$ cat src/rtl/mmcm_lock_sequencer.sv
// MMCM bring-up sequencer: holds MMCM reset, waits for lock with timeout and
// bounded retries, requires stable lock before releasing the system reset,
// and restarts bring-up on lock loss or on request.
// Ports:
//   CLKIN1        in   free-running reference clock
//   ASYNC_RESET   in   asynchronous active-high reset
//   MMCM_LOCKED   in   LOCKED from the MMCM (asynchronous)
//   RESTART_REQ   in   one-cycle pulse forcing a fresh bring-up
//   MMCM_RST      out  MMCM reset
//   SYS_RESET     out  downstream reset, low only while running
//   READY         out  high only in RUNNING
//   FAIL          out  high only in FAILED
//   STATE         out  current state code
//   RETRY_CNT     out  timeouts in the current bring-up sequence
//   LOCK_LOSS_CNT out  saturating count of lock losses while running
module mmcm_lock_sequencer #(
    parameter int RST_HOLD_CYCLES     = 16,
    parameter int LOCK_TIMEOUT_CYCLES = 65535,
    parameter int LOCK_STABLE_CYCLES  = 64,
    parameter int MAX_RETRIES         = 3,
    parameter int LOCKED_SYNC_STAGES  = 2
) (
    input  logic       CLKIN1,
    input  logic       ASYNC_RESET,
    input  logic       MMCM_LOCKED,
    input  logic       RESTART_REQ,
    output logic       MMCM_RST,
    output logic       SYS_RESET,
    output logic       READY,
    output logic       FAIL,
    output logic [2:0] STATE,
    output logic [3:0] RETRY_CNT,
    output logic [7:0] LOCK_LOSS_CNT
);

    localparam int MAX_AB = (RST_HOLD_CYCLES > LOCK_TIMEOUT_CYCLES) ?
                            RST_HOLD_CYCLES : LOCK_TIMEOUT_CYCLES;
    localparam int MAX_C  = (MAX_AB > LOCK_STABLE_CYCLES) ?
                            MAX_AB : LOCK_STABLE_CYCLES;
    localparam int TW     = (MAX_C > 1) ? $clog2(MAX_C) : 1;
    localparam int SN     = LOCKED_SYNC_STAGES;

    localparam logic [TW-1:0] HOLD_LAST = TW'(RST_HOLD_CYCLES - 1);
    localparam logic [TW-1:0] TO_LAST   = TW'(LOCK_TIMEOUT_CYCLES - 1);
    localparam logic [TW-1:0] STAB_LAST = TW'(LOCK_STABLE_CYCLES - 1);
    localparam logic [3:0]    RETRY_MAX = 4'(MAX_RETRIES);

    typedef enum logic [2:0] {
        S_RESET_HOLD = 3'd0,
        S_WAIT_LOCK  = 3'd1,
        S_STABILIZE  = 3'd2,
        S_RUNNING    = 3'd3,
        S_FAILED     = 3'd4
    } state_e;

    state_e          state_q, state_d;
    logic [TW-1:0]   tmr_q, tmr_d;
    logic [3:0]      retry_q, retry_d;
    logic [7:0]      llc_q, llc_d;
    logic [SN-1:0]   sync_q, sync_d;
    logic            mmcm_rst_q, mmcm_rst_d;
    logic            sys_reset_q, sys_reset_d;
    logic            ready_q, ready_d;
    logic            fail_q, fail_d;
    logic            lk;

    assign lk = sync_q[SN-1];

    always_comb begin
        sync_d      = {sync_q[SN-2:0], MMCM_LOCKED};
        state_d     = state_q;
        tmr_d       = tmr_q + TW'(1);
        retry_d     = retry_q;
        llc_d       = llc_q;

        if (RESTART_REQ) begin
            state_d = S_RESET_HOLD;
            tmr_d   = '0;
            retry_d = 4'd0;
        end else begin
            unique case (state_q)
                S_RESET_HOLD: begin
                    if (tmr_q == HOLD_LAST) begin
                        state_d = S_WAIT_LOCK;
                        tmr_d   = '0;
                    end
                end
                S_WAIT_LOCK: begin
                    // A lock arriving on the timeout cycle still wins.
                    if (lk) begin
                        state_d = S_STABILIZE;
                        tmr_d   = '0;
                    end else if (tmr_q == TO_LAST) begin
                        tmr_d = '0;
                        if (retry_q == RETRY_MAX) begin
                            state_d = S_FAILED;
                        end else begin
                            state_d = S_RESET_HOLD;
                            retry_d = retry_q + 4'd1;
                        end
                    end
                end
                S_STABILIZE: begin
                    if (!lk) begin
                        state_d = S_WAIT_LOCK;
                        tmr_d   = '0;
                    end else if (tmr_q == STAB_LAST) begin
                        state_d = S_RUNNING;
                        tmr_d   = '0;
                    end
                end
                S_RUNNING: begin
                    // Timer parked so it cannot wrap while running.
                    tmr_d = '0;
                    if (!lk) begin
                        state_d = S_RESET_HOLD;
                        retry_d = 4'd0;
                        if (llc_q != 8'hFF) begin
                            llc_d = llc_q + 8'd1;
                        end
                    end
                end
                S_FAILED: begin
                    tmr_d = '0;
                end
                default: begin
                    state_d = S_RESET_HOLD;
                    tmr_d   = '0;
                end
            endcase
        end

        // Outputs decoded from the next state so they move with STATE.
        mmcm_rst_d  = (state_d == S_RESET_HOLD) || (state_d == S_FAILED);
        sys_reset_d = (state_d != S_RUNNING);
        ready_d     = (state_d == S_RUNNING);
        fail_d      = (state_d == S_FAILED);
    end

    always_ff @(posedge CLKIN1 or posedge ASYNC_RESET) begin
        if (ASYNC_RESET) begin
            state_q     <= S_RESET_HOLD;
            tmr_q       <= '0;
            retry_q     <= 4'd0;
            llc_q       <= 8'd0;
            sync_q      <= '0;
            mmcm_rst_q  <= 1'b1;
            sys_reset_q <= 1'b1;
            ready_q     <= 1'b0;
            fail_q      <= 1'b0;
        end else begin
            state_q     <= state_d;
            tmr_q       <= tmr_d;
            retry_q     <= retry_d;
            llc_q       <= llc_d;
            sync_q      <= sync_d;
            mmcm_rst_q  <= mmcm_rst_d;
            sys_reset_q <= sys_reset_d;
            ready_q     <= ready_d;
            fail_q      <= fail_d;
        end
    end

    assign MMCM_RST      = mmcm_rst_q;
    assign SYS_RESET     = sys_reset_q;
    assign READY         = ready_q;
    assign FAIL          = fail_q;
    assign STATE         = state_q;
    assign RETRY_CNT     = retry_q;
    assign LOCK_LOSS_CNT = llc_q;

endmodule

$ cat config.mk
export PLATFORM = sky130hd
export DESIGN_NAME = mmcm_lock_sequencer
export DESIGN_NICKNAME = d
export VERILOG_FILES = /design/src/rtl/mmcm_lock_sequencer.sv
export SDC_FILE = /design/constraint.sdc
export NUM_CORES = 1
export LEC_CHECK = 0
export ABC_CLOCK_PERIOD_IN_PS = 1800
export CAP_MARGIN = 20
export CORE_MARGIN = 5
export CORE_UTILIZATION = 40
export CTS_BUF_LIST = sky130_fd_sc_hd__clkbuf_4
export CTS_CLUSTER_SIZE = 8
export DETAILED_ROUTE_END_ITERATION = 10
export HOLD_SLACK_MARGIN = 0.05
export PLACE_DENSITY = 0.66
export SKIP_LAST_GASP = 1
export SYNTH_ARGS = -nofsm -noshare
export SYNTH_HDL_FRONTEND = slang
export SYNTH_SLANG_ARGS = --single-unit
$ cat constraint.sdc
create_clock -name CLKIN1 -period 1.8 [get_ports CLKIN1]
set_input_delay 0.36 -clock CLKIN1 [delete_from_list [all_inputs] [get_ports CLKIN1]]
set_output_delay 0.36 -clock CLKIN1 [all_outputs]
set_load 0.05 [all_outputs]
==> impl_metrics.json <==
{
  "port_buffers": 22,
  "synth_ff_type": "dfrtp_1",
  "fin_crit_sh": 0.9659,
  "avgSynthCellArea_sq_um": 10.42,
  "async_flop_share": 1.000,
  "cp-start-kind": "register",
  "yosysTopAreaCell": "dfrtp_1",
  "min_path_type": "primary input to async pin",
  "hold_viol": 0,
  "grt_max_degree": 38,
  "cp_slowest_stage_delay_ps": 430,
  "synth_fp_nets": 190,
  "cap_violations": 0,
  "cts-root-buf": "clkbuf_4",
  "synth_seq_cells": 37,
  "final_cells": 279,
  "setup_viol": 0,
  "initial_utilization": 0.4070,
  "wirelength_um": 4093,
  "pin_count": 23,
  "fmax_mhz": 575.2,
  "h-tree-depth": 2,
  "syn_to_final_growth_pct": 23.28,
  "worst-setup-path-type": "register to register",
  "regArea_sq_um": 933.4,
  "grt_overflow_total": 0,
  "rsz0062_at_grt": "true",
  "place.detailed.instances": 269,
  "yosys_warnings": 0,
  "synth_most_common_cell": "dfrtp_1",
  "outcome": "finished clean",
  "skew_ps": 10.27,
  "synth_area_sq_mm": 0.001897,
  "dr_total_vias": 1517,
  "clk_path_buf_depth": 2,
  "finalSetupTns_ps": 0,
  "drv_slew": 0,
  "postLayoutSetupSlackWorst_ps": 61.43,
  "die_height_um": 78.86,
  "irDropWorstVdd_mv": 0.2683,
  "synth-edff-count": 0,
  "path_delay_family": "simple AND/OR/NAND/NOR gates",
  "gp_congestion": 0.8637,
  "fp.coreArea_sq_mm": 0.004661,
  "synth.top_cells.by_count": "35 x dfrtp_1, 16 x a31oi_1, 13 x nand3_1",
  "drive_gt1_frac": 0.2756,
  "cts_tree": "done",
  "grt_pass1_vias": 1508,
  "period_needed_ps": 1739,
  "wire_per_inst_um": 14.67,
  "relSlewSlack": 0.7388,
  "synth_area_leaders": "dfrtp_1 46%, xor2_1 5.5%, a31oi_1 5.3%",
  "drcViolationCount": 0,
  "clk_pin_slew_ps": 110,
  "grt_pass1_wl_um": 6934,
  "cp_num_buf_inv": 1,
  "ctsHoldBuffers": 0,
  "clkSinkCount": 37,
  "yosysSeqAreaShare": 0.4894,
  "clock_latency_ps": 340,
  "grt_use_total": 0.1414,
  "dp_hpwl_um": 2830,
  "worstPathRequired_ps": 2030,
  "final_core_utilization": 0.5017,
  "die_area_sq_mm": 0.006219,
  "ys_types": 37,
  "crit_slowest_cell": "dfrtp_1",
  "drt_iter0_markers": 64,
  "synthCells": 182,
  "p_leak_uw": 0.001065,
  "grt_antenna_before_repair": 0,
  "crit_path_cell_trace": "inv_1 > ha_1 > nand4_1 > or2_1 > o21a_1 > or3_1",
  "nFillCells": 430,
  "worstPathMaxFanout": 4,
  "cellPowerDensity_mw_per_mm2": 567.1,
  "final_nets": 232,
  "drt-vias-per-instance": 5.437,
  "drt_first_pass_iters": 4,
  "cts_buffers": 5,
  "rows": 25,
  "cp-end-kind": "register",
  "dpl_cell_area_sq_mm": 0.002266,
  "synth_top_area_share": 0.4617,
  "worst_slew_pin_slew_ps": 388.2,
  "die_width_um": 78.86,
  "antenna-diode-count": 0,
  "cp.arrival_ps": 1970,
  "multi_input_area_sq_um": 920.9,
  "post-place-ws_ps": -153.1,
  "antenna_left": 0,
  "final_area_sq_mm": 0.002338
}
[layer usage]
| metal | global-route usage | part of all wire |
|---|---|---|
| met5 | 0 | 0 |
| met3 | 0.04082 | 0.049 |
| met4 | 0.05498 | 0.030 |
| met1 | 0.1864 | 0.46 |
| met2 | 0.2199 | 0.46 |
[final cells by class]
| type | count | share of cell area |
|---|---|---|
| Tap cell | 54 | 0.02889 |
| Timing Repair Buffer | 42 | 0.1487 |
| Sequential cell | 37 | 0.3991 |
| Clock buffer | 5 | 0.01605 |
| Inverter | 5 | 0.008026 |
| Multi-Input combinational cell | 133 | 0.3938 |
| Clock inverter | 3 | 0.005350 |
[worst register-to-register path: stages, from the launching register on]
cell and delay, ps:
dfrtp_1 430, inv_1 70, ha_1 140, nand4_1 130, or2_1 290, o21a_1 220
or3_1 350
[cell families after synthesis]
kind of cell / count (synthesis) / share of synthesized area
and+or+nand+nor: 78 / 0.2480
DFF: 37 / 0.4894
AOI/OAI and AO/OA: 27 / 0.09366
xor gates and xnor gates: 20 / 0.09235
buffers and inverters: 12 / 0.02836
muxes: 4 / 0.02177
adders and majority gates: 4 / 0.02639
[per-stage QoR]
| step | total power (uW) | hold WS (ps) |
|---|---|---|
| floorplan | 899.6 | 331.2 |
| global placement | 929.0 | 344.2 |
| detailed placement | 929.3 | 347.1 |
| CTS | 1347 | 350.7 |
| global route | 1399 | 371.8 |
| finish | 1326 | 354.1 |
[placed cells by master, fill, tap and decap left out, types with 5 or more instances in the layout]
cell	Yosys	layout
nor2_1	7	7
clkbuf_4	0	5
inv_1	5	5
buf_4	0	37
xor2_1	12	12
a31oi_1	16	16
xnor2_1	8	8
nand4_1	11	11
nand2_1	12	12
dfrtp_1	35	31
nor4_1	6	5
nand3_1	13	13
[timing repair]
item / CTS / global route
resized for setup: 0 / 2
setup endpoints to repair: 0 / 18
buffers inserted: 0 / 2
[flip-flops by register name, summed over array words and instances, names as in the netlist]
register	flops
SYS_RESET	1
FAIL	1
MMCM_RST	1
LOCK_LOSS_CNT	8
READY	1
STATE	3
tmr_q	16
RETRY_CNT	4
sync_q	2
[path summary, 6_finish.rpt]
path,start,endpoint,slack (ps),cells past startpoint
hold reg to reg,sync_q[0]$_DFF_PP0_,sync_q[1]$_DFF_PP0_,370,0
setup / recovery,tmr_q[0]$_DFF_PP0_,STATE[0]$_DFF_PP0_,60,6
setup reg to reg,tmr_q[0]$_DFF_PP0_,STATE[0]$_DFF_PP0_,60,6
min in group CLKIN1,sync_q[0]$_DFF_PP0_,sync_q[1]$_DFF_PP0_,370,0
max in group asynchronous,ASYNC_RESET,SYS_RESET$_DFF_PP1_,1180,3
hold / removal,ASYNC_RESET,RETRY_CNT[0]$_DFFE_PP0P_,350,3
[where the power goes]
part | total [uW] | leakage [uW] | switching [uW] | internal (uW)
Sequential | 848 | 0.000491 | 9.11 | 839
Clock | 412 | 0.0000300 | 271 | 141
Combinational | 65.9 | 0.000544 | 37.0 | 28.9
Total | 1330 | 0.00107 | 317 | 1010
(Power assumes the default switching activity.)
